`src/rtl/aes_vector_sequencer.sv`:
```
// ---------------------------------------------------------------------------
// aes_vector_sequencer
//
// Purpose:
//   Walks a table of NUM_VEC test vectors and issues each one to an
//   AES_top-style core. For every vector it registers the plaintext and key,
//   holds AES_en high until the core answers with AES_data_out_valid or a
//   timeout expires, and compares the answer with the expected ciphertext.
//   Pass, fail and timeout results are accumulated for the whole run.
//
// Handshake with the core:
//   The core interface has no ready. AES_en is a level that is high exactly
//   while a vector is in flight, which is every RUN cycle. A response is taken
//   only in a cycle where AES_en is high and AES_data_out_valid is high.
//   AES_data_out_valid in any other cycle is ignored.
//
// Ports:
//   AES_clk, AES_rst     clock; asynchronous active-high reset
//   AES_start            start-run pulse, honoured only in IDLE or DONE
//   AES_vec_idx          index of the vector being fetched from the table
//   AES_vec_data/key/expect  combinational table lookup for AES_vec_idx
//   AES_en               core enable (registered)
//   AES_data_in/key_in   registered plaintext / key to the core
//   AES_data_out(_valid) core result and its valid strobe
//   AES_busy, AES_done   run status levels
//   AES_pass_cnt/fail_cnt  saturating result counters
//   AES_timeout_flag     sticky, set when any vector timed out
//   AES_first_fail_idx   index of the first failing vector
//   AES_dbg_state        current FSM state encoding, for observation only
// ---------------------------------------------------------------------------
module aes_vector_sequencer #(
    parameter int DATA_W     = 128,
    parameter int KEY_W      = 128,
    parameter int NUM_VEC    = 4,
    parameter int IDX_W      = 2,
    parameter int TIMEOUT    = 63,
    parameter int GAP_CYCLES = 2,
    parameter int CNT_W      = 8
) (
    input  logic              AES_clk,
    input  logic              AES_rst,
    input  logic              AES_start,
    output logic [IDX_W-1:0]  AES_vec_idx,
    input  logic [DATA_W-1:0] AES_vec_data,
    input  logic [KEY_W-1:0]  AES_vec_key,
    input  logic [DATA_W-1:0] AES_vec_expect,
    output logic              AES_en,
    output logic [DATA_W-1:0] AES_data_in,
    output logic [KEY_W-1:0]  AES_key_in,
    input  logic [DATA_W-1:0] AES_data_out,
    input  logic              AES_data_out_valid,
    output logic              AES_busy,
    output logic              AES_done,
    output logic [CNT_W-1:0]  AES_pass_cnt,
    output logic [CNT_W-1:0]  AES_fail_cnt,
    output logic              AES_timeout_flag,
    output logic [IDX_W-1:0]  AES_first_fail_idx,
    output logic [2:0]        AES_dbg_state
);

    typedef enum logic [2:0] {
        S_IDLE  = 3'd0,
        S_LOAD  = 3'd1,
        S_RUN   = 3'd2,
        S_CHECK = 3'd3,
        S_GAP   = 3'd4,
        S_DONE  = 3'd5
    } state_t;

    // One spare bit so the incremented wait count can reach TIMEOUT+1
    // without wrapping.
    localparam int WAIT_W = $clog2(TIMEOUT + 2);
    localparam int GAP_W  = $clog2(GAP_CYCLES) + 1;

    localparam logic [WAIT_W-1:0] TIMEOUT_V = WAIT_W'(TIMEOUT);
    localparam logic [GAP_W-1:0]  GAP_LAST  = GAP_W'(GAP_CYCLES - 1);
    localparam logic [IDX_W-1:0]  LAST_IDX  = IDX_W'(NUM_VEC - 1);
    localparam logic [CNT_W-1:0]  CNT_MAX   = {CNT_W{1'b1}};

    state_t              r_state;
    logic [IDX_W-1:0]    r_idx;
    logic [WAIT_W-1:0]   r_wait;
    logic [GAP_W-1:0]    r_gap;
    logic [DATA_W-1:0]   r_expect;
    logic [DATA_W-1:0]   r_result;
    logic                r_en;
    logic [DATA_W-1:0]   r_data_in;
    logic [KEY_W-1:0]    r_key_in;
    logic [CNT_W-1:0]    r_pass;
    logic [CNT_W-1:0]    r_fail;
    logic                r_tflag;
    logic [IDX_W-1:0]    r_ff_idx;
    logic                r_busy;
    logic                r_done;

    logic [WAIT_W-1:0]   w_wait_next;
    logic                w_timeout;
    logic                w_match;
    logic [CNT_W-1:0]    w_pass_inc;
    logic [CNT_W-1:0]    w_fail_inc;

    // The wait counter is compared after incrementing, so the timeout fires
    // in the TIMEOUT-th RUN cycle (the counter is cleared in LOAD).
    assign w_wait_next = r_wait + WAIT_W'(1);
    assign w_timeout   = (w_wait_next == TIMEOUT_V);
    assign w_match     = (r_result == r_expect);

    // Saturating increments: hold at all-ones instead of wrapping.
    assign w_pass_inc  = (r_pass == CNT_MAX) ? r_pass : r_pass + CNT_W'(1);
    assign w_fail_inc  = (r_fail == CNT_MAX) ? r_fail : r_fail + CNT_W'(1);

    always_ff @(posedge AES_clk or posedge AES_rst) begin
        if (AES_rst) begin
            r_state  <= S_IDLE;
            r_idx    <= '0;
            r_wait   <= '0;
            r_gap    <= '0;
            r_expect <= '0;
            r_result <= '0;
            r_en     <= 1'b0;
            r_data_in <= '0;
            r_key_in <= '0;
            r_pass   <= '0;
            r_fail   <= '0;
            r_tflag  <= 1'b0;
            r_ff_idx <= '0;
            r_busy   <= 1'b0;
            r_done   <= 1'b0;
        end else begin
            case (r_state)
                S_IDLE, S_DONE: begin
                    r_en <= 1'b0;
                    if (AES_start) begin
                        r_pass   <= '0;
                        r_fail   <= '0;
                        r_tflag  <= 1'b0;
                        r_ff_idx <= '0;
                        r_idx    <= '0;
                        r_busy   <= 1'b1;
                        r_done   <= 1'b0;
                        r_state  <= S_LOAD;
                    end
                end

                S_LOAD: begin
                    r_data_in <= AES_vec_data;
                    r_key_in  <= AES_vec_key;
                    r_expect  <= AES_vec_expect;
                    r_wait    <= '0;
                    r_en      <= 1'b1;
                    r_state   <= S_RUN;
                end

                S_RUN: begin
                    r_wait <= w_wait_next;
                    // A response in the final allowed cycle still counts:
                    // valid is tested before the timeout.
                    if (AES_data_out_valid) begin
                        r_result <= AES_data_out;
                        r_en     <= 1'b0;
                        r_state  <= S_CHECK;
                    end else if (w_timeout) begin
                        r_en    <= 1'b0;
                        r_fail  <= w_fail_inc;
                        r_tflag <= 1'b1;
                        if (r_fail == '0) begin
                            r_ff_idx <= r_idx;
                        end
                        r_gap   <= '0;
                        r_state <= S_GAP;
                    end
                end

                S_CHECK: begin
                    if (w_match) begin
                        r_pass <= w_pass_inc;
                    end else begin
                        r_fail <= w_fail_inc;
                        if (r_fail == '0) begin
                            r_ff_idx <= r_idx;
                        end
                    end
                    r_gap   <= '0;
                    r_state <= S_GAP;
                end

                S_GAP: begin
                    if (r_gap == GAP_LAST) begin
                        if (r_idx == LAST_IDX) begin
                            r_busy  <= 1'b0;
                            r_done  <= 1'b1;
                            r_state <= S_DONE;
                        end else begin
                            r_idx   <= r_idx + IDX_W'(1);
                            r_state <= S_LOAD;
                        end
                    end else begin
                        r_gap <= r_gap + GAP_W'(1);
                    end
                end

                default: begin
                    r_en    <= 1'b0;
                    r_busy  <= 1'b0;
                    r_done  <= 1'b0;
                    r_state <= S_IDLE;
                end
            endcase
        end
    end

    assign AES_vec_idx        = r_idx;
    assign AES_en             = r_en;
    assign AES_data_in        = r_data_in;
    assign AES_key_in         = r_key_in;
    assign AES_busy           = r_busy;
    assign AES_done           = r_done;
    assign AES_pass_cnt       = r_pass;
    assign AES_fail_cnt       = r_fail;
    assign AES_timeout_flag   = r_tflag;
    assign AES_first_fail_idx = r_ff_idx;
    assign AES_dbg_state      = r_state;

endmodule

```
`config.mk`:
```
export PLATFORM = sky130hd
export DESIGN_NAME = aes_vector_sequencer
export DESIGN_NICKNAME = d
export VERILOG_FILES = /design/src/rtl/aes_vector_sequencer.sv
export SDC_FILE = /design/constraint.sdc
export NUM_CORES = 1
export LEC_CHECK = 0
export ABC_AREA = 1
export ABC_CLOCK_PERIOD_IN_PS = 23300
export CORE_AREA = 3 3 311 313
export CTS_BUF_LIST = sky130_fd_sc_hd__clkbuf_4
export CTS_CLUSTER_DIAMETER = 80
export DETAILED_ROUTE_END_ITERATION = 10
export DIE_AREA = 0 0 314 316
export PLACE_DENSITY_LB_ADDON = 0.2
export SLEW_MARGIN = 0
export SYNTH_ARGS = -nofsm -noshare
export SYNTH_HDL_FRONTEND = slang
export SYNTH_SLANG_ARGS = --single-unit
```
`constraint.sdc`:
```
create_clock -name AES_clk -period 23.3 [get_ports AES_clk]
set_input_delay 4.66 -clock AES_clk [delete_from_list [all_inputs] [get_ports AES_clk]]
set_output_delay 4.66 -clock AES_clk [all_outputs]
set_load 0.01 [all_outputs]
```
======== Word level (Yosys, flattened, before mapping) ========
Cells that the tools add are included.
W data, S select, Z words.
cells by class
  equal/unequal tests ..................... 22
  reductions and logical operators ........ 20
  bitwise gates (word level) .............. 2
  add/subtract/negate cells ............... 5
  multiplexer cells ....................... 43
operators with widths
  cell                   number
  $eq A128 B128 Y1       1
  $mux W8                7
  $pmux W8 S3            1
  $mux W2                10
  $ne A2 B2 Y1 const B   10
  $reduce_and A4 Y1      5
  $add A8 B1 Y8 const B  2
  $eq A8 B8 Y1 const B   2
  $pmux W8 S2            1
  $mux W3                5
  $pmux W3 S5            1
  $pmux W7 S2            1
  $pmux W2 S3            2
  $mux W1                10
  $pmux W1 S3            3
  $logic_not A8 Y1       1
  $reduce_bool A2 Y1     4
  $add A7 B1 Y7 const B  1
  $eq A7 B6 Y1 const B   1
  $eq A3 B2 Y1 const B   2
  $eq A3 B3 Y1 const B   2
  $reduce_bool A3 Y1     2
  $reduce_and A5 Y1      1
  $add A2 B1 Y2 const B  2
  12 further kinds       15
storage, ports and cells
  bits of input ports ..................... 516
  bits in registers ....................... 548
  output and inout port bits .............. 283

======== Longest topological paths before layout ========
  word-level depth ........................ 5
  mapped depth ............................ 14
  depth with buffers taken out ............ 14

======== Worst setup path after synthesis ========
OpenSTA, ideal clock, no wires.
  path type ............................... input -> register
  from .................................... input port AES_data_out_valid
  to ...................................... register r_fail[7], in the netlist AES_fail_cnt[7]
  path slack .............................. 17,711 ps
  arrival time ............................ 5,472 ps
  path buffers ............................ 0
  library setup time ...................... 117 ps
  stages on the path ...................... 8
  path through ............................ inv_1 > nor2_4 > nor2_4 > o21ai_2 > a31oi_4 > nand3_4 > nand2_1 > nand2_1
on the way
  word-level cells in the longest chain between the ends .. 2
ends and longest elaborated chain
  what                         line  text
  from (decl)                  51    input logic AES_data_out_valid,
  $ne A2 B2 Y1 (no line)       -
  $reduce_and A5 Y1 (no line)  -
  to (signal assigned)         164   r_fail <= w_fail_inc;
  to (signal assigned)         178   r_fail <= w_fail_inc;
  to (decl)                    90    logic [CNT_W-1:0] r_fail;
No other way between the ends.
A chain may end at the register's enable or synchronous reset.

==> impl_metrics.py <==
metrics = {
    "placement": {
        "gp_congestion": 0.810,
        "dp_hpwl_um": 65700,
        "pre_cts_slack_ns": 13.96,
        "io_buffers": 798,
    },
    "setup_path": {
        "cpLargestDelayFamily": "buffers and inverters",
        "path_cells": "clkdlybuf4s50_1, inv_8, buf_4, buf_4, buf_4, buf_4",
        "critPathArrivalTime_ns": 9.08,
        "cp_slowest_cell": "buf_4",
        "worst-path-buf-inv": 6,
        "path_common_cell": "buf_4",
        "cp-endpoint": "r_expect[127]",
        "r2r-start": "AES_dbg_state[0]",
        "timing.rr.end": "AES_data_in[29]",
        "cp-startpoint": "AES_rst",
        "worstSetupPathType": "in2async",
        "cp_max_fo": 102,
        "max_stage_delay_ns": 0.86,
        "r2r_slack_ns": 19.18,
        "cp.depth": 6,
        "ff2ff_path_depth": 8,
        "critPathRequiredTime_ns": 24.25,
        "end_kind": "asynchronous set/reset pin",
        "critPathLaunchType": "input pin",
    },
    "timing": {
        "worst_slack_ns": 15.16,
        "fmax_ghz": 0.123,
        "fin_tns_setup_ns": 0,
        "fin_crit_ns": 8.14,
        "slew_violations": 0,
        "setup_viol": 0,
        "relSlewSlack_pct": 27.9,
        "tightest_slew_ns": 1.08,
        "min_period_over_period_pct": 34.9,
        "hold_viol": 0,
        "rsz0062_at_grt": "no",
        "skew_ns": 0.0468,
    },
    "die": {
        "initial_core_util_pct": 24.3,
        "io_pins": 799,
        "die_y_um": 316,
        "fp.dieW_um": 314,
        "core_area_sq_um": 94600,
        "core.rowCount": 113,
        "design.die.area_sq_um": 99200,
    },
    "synthesis": {
        "ys_warn_count": 0,
        "synth_area_sq_um": 23000,
        "yosys_register_bits": 548,
        "synth_cells": 2718,
        "synth_ff_type": "dfrtp_1",
        "synthArstFlopShare_pct": 100,
        "synth.avg_cell_area_sq_um": 8.45,
        "syn_nets": 3241,
        "ys_types": 36,
        "ys_seq_area_share_pct": 59.7,
        "synth_edf_count": 0,
    },
    "clock_network": {
        "cts_resized": 0,
        "clk_pin_slew_ns": 0.05,
        "cts_hold_buf": 0,
        "cts_max_level": 4,
        "cts_tree": "yes",
        "cts_max_path_buffers": 3,
        "clk_latency_ns": 0.98,
        "cts_buffers": 163,
        "root_buffer": "clkbuf_4",
        "post_cts_buffers": 0,
        "cts.sinks": 548,
    },
    "global_route": {
        "grt_pass1_vias": 21168,
        "grt_pass1_wl_um": 135000,
        "grt_usage_pct": 18.2,
        "grt-ovfl-total": 0,
        "antenna_found_initial": 20,
        "grt_max_degree": 143,
    },
    "final_layout": {
        "seq_area_sq_um": 13700,
        "multi_input_area_sq_um": 8450,
        "final_nets": 4107,
        "drive_gt1_share_pct": 7.64,
        "utilization_pct": 36.0,
        "fillers": 9862,
        "layout_common_cells": "1,665 x nand2_1, 798 x clkdlybuf4s50_1, 548 x dfrtp_1, 228 x clkbuf_4, 115 x xnor2_1",
        "area_growth_pct": 48.3,
        "final_common_cell": "nand2_1",
    },
    "power_and_ir_drop": {
        "peakVddDrop_uv": 111,
        "powerDensity_nw_per_um2": 133,
        "leakage_nw": 16.5,
    },
    "routing": {
        "ant_nets": 0,
        "drt_wl_total_um": 91400,
        "drt_iter0_drc": 1091,
        "viasPerCell": 4.11,
        "firstDrtPassIters": 5,
        "via_count": 20327,
        "wl_per_cell_um": 18.5,
        "drc_errors": 0,
    },
    "run": {
        "maxCapViolCount": 0,
    },
    "worst_hold_path": {
        "worstHoldPathCells": 2,
        "hold_path.class": "reg2reg",
    },
    "status": {
        "status": "finished clean",
    },
}
[cell families (layout without fill, tap and decap cells)]
group	Yosys count	count (layout)	share of synthesized area, %
flip-flops	548	548	59.7
XOR/XNOR	118	118	4.50
adder cells (fa/ha/maj)	7	7	0.381
buffers and inverters	179	1139	3.56
AO/OA/AOI/OAI	71	71	1.75
other	0	6	0
AND/OR/NAND/NOR	1795	1795	30.1
[report_power, final]
part / internal, mW / switching [mW] / leakage [nW] / total, mW
combinational: 0.870 / 1.08 / 8.54 / 1.95
sequential: 1.40 / 0.279 / 6.83 / 1.68
clock: 0.476 / 0.430 / 1.14 / 0.905
total: 2.75 / 1.79 / 16.5 / 4.53
[stage by stage]
stage	hold WS [ns]	power, mW	area [sq um]	std cells
floorplan	0.459	2.73	23000	2718
global placement	0.453	3.66	32100	4684
detailed placement	0.458	3.67	32100	4684
CTS	0.472	4.63	34100	4943
global route	0.487	4.94	34100	4947
finish	0.467	4.53	34100	4949
[cell usage after synthesis, drive strengths merged, types with 3 or more instances]
cell    count  share of area, %
a21oi      11              0.24
buf        62               1.6
clkbuf     54              0.88
dfrtp     548                60
ha          7              0.38
inv        63               1.1
nand2    1666                27
nand3      24              0.60
nand4      19              0.52
nor2       70               1.3
nor3        7              0.15
nor3b       4              0.13
o21ai      54               1.3
or2         3             0.082
xnor2     115               4.4
xor2        3              0.11
[registers in the layout (all words and copies together), names as in the netlist, 3 cells and up]
name,cells
AES_fail_cnt,8
AES_key_in,128
AES_pass_cnt,8
AES_data_in,128
AES_dbg_state,3
r_expect,128
r_wait,7
r_result,128
[layer usage]
layer	up-vias	wire length [um]	track usage, %
met1	9450	36200	20.8
met3	147	8770	8.28
met2	663	44500	30.5
met4	6	1970	5.79
met5	-	40	0
li1	10061	-	-
[worst min path at each step]
stage | start | to | slack [ns]
5_1_grt | AES_key_in[91] | AES_key_in[91] | 0.49
3_3_place_gp | AES_data_in[99] | AES_data_in[99] | 0.45
2_1_floorplan | r_gap[1] | r_gap[1] | 0.46
3_5_place_dp | AES_key_in[74] | AES_key_in[74] | 0.46
4_1_cts | AES_data_in[89] | AES_data_in[89] | 0.47
6_report | AES_data_in[89] | AES_data_in[89] | 0.47
[cell type report]
cell class              count  share of cell area, %
inverters                  63                  0.760
clock inverters            31                  0.595
repair buffers            817                   23.9
flip-flops and latches    548                   40.3
clock buffers             228                   5.02
multi-input cells        1991                   24.8
diodes                      6                 0.0441
well taps                1265                   4.65
[worst min-delay path: stages (launching register included)]
cell and delay, ns:
dfrtp_1 0.34, nand2_1 0.05, nand2_1 0.05
No activity file was read; power rests on OpenSTA's default activity.
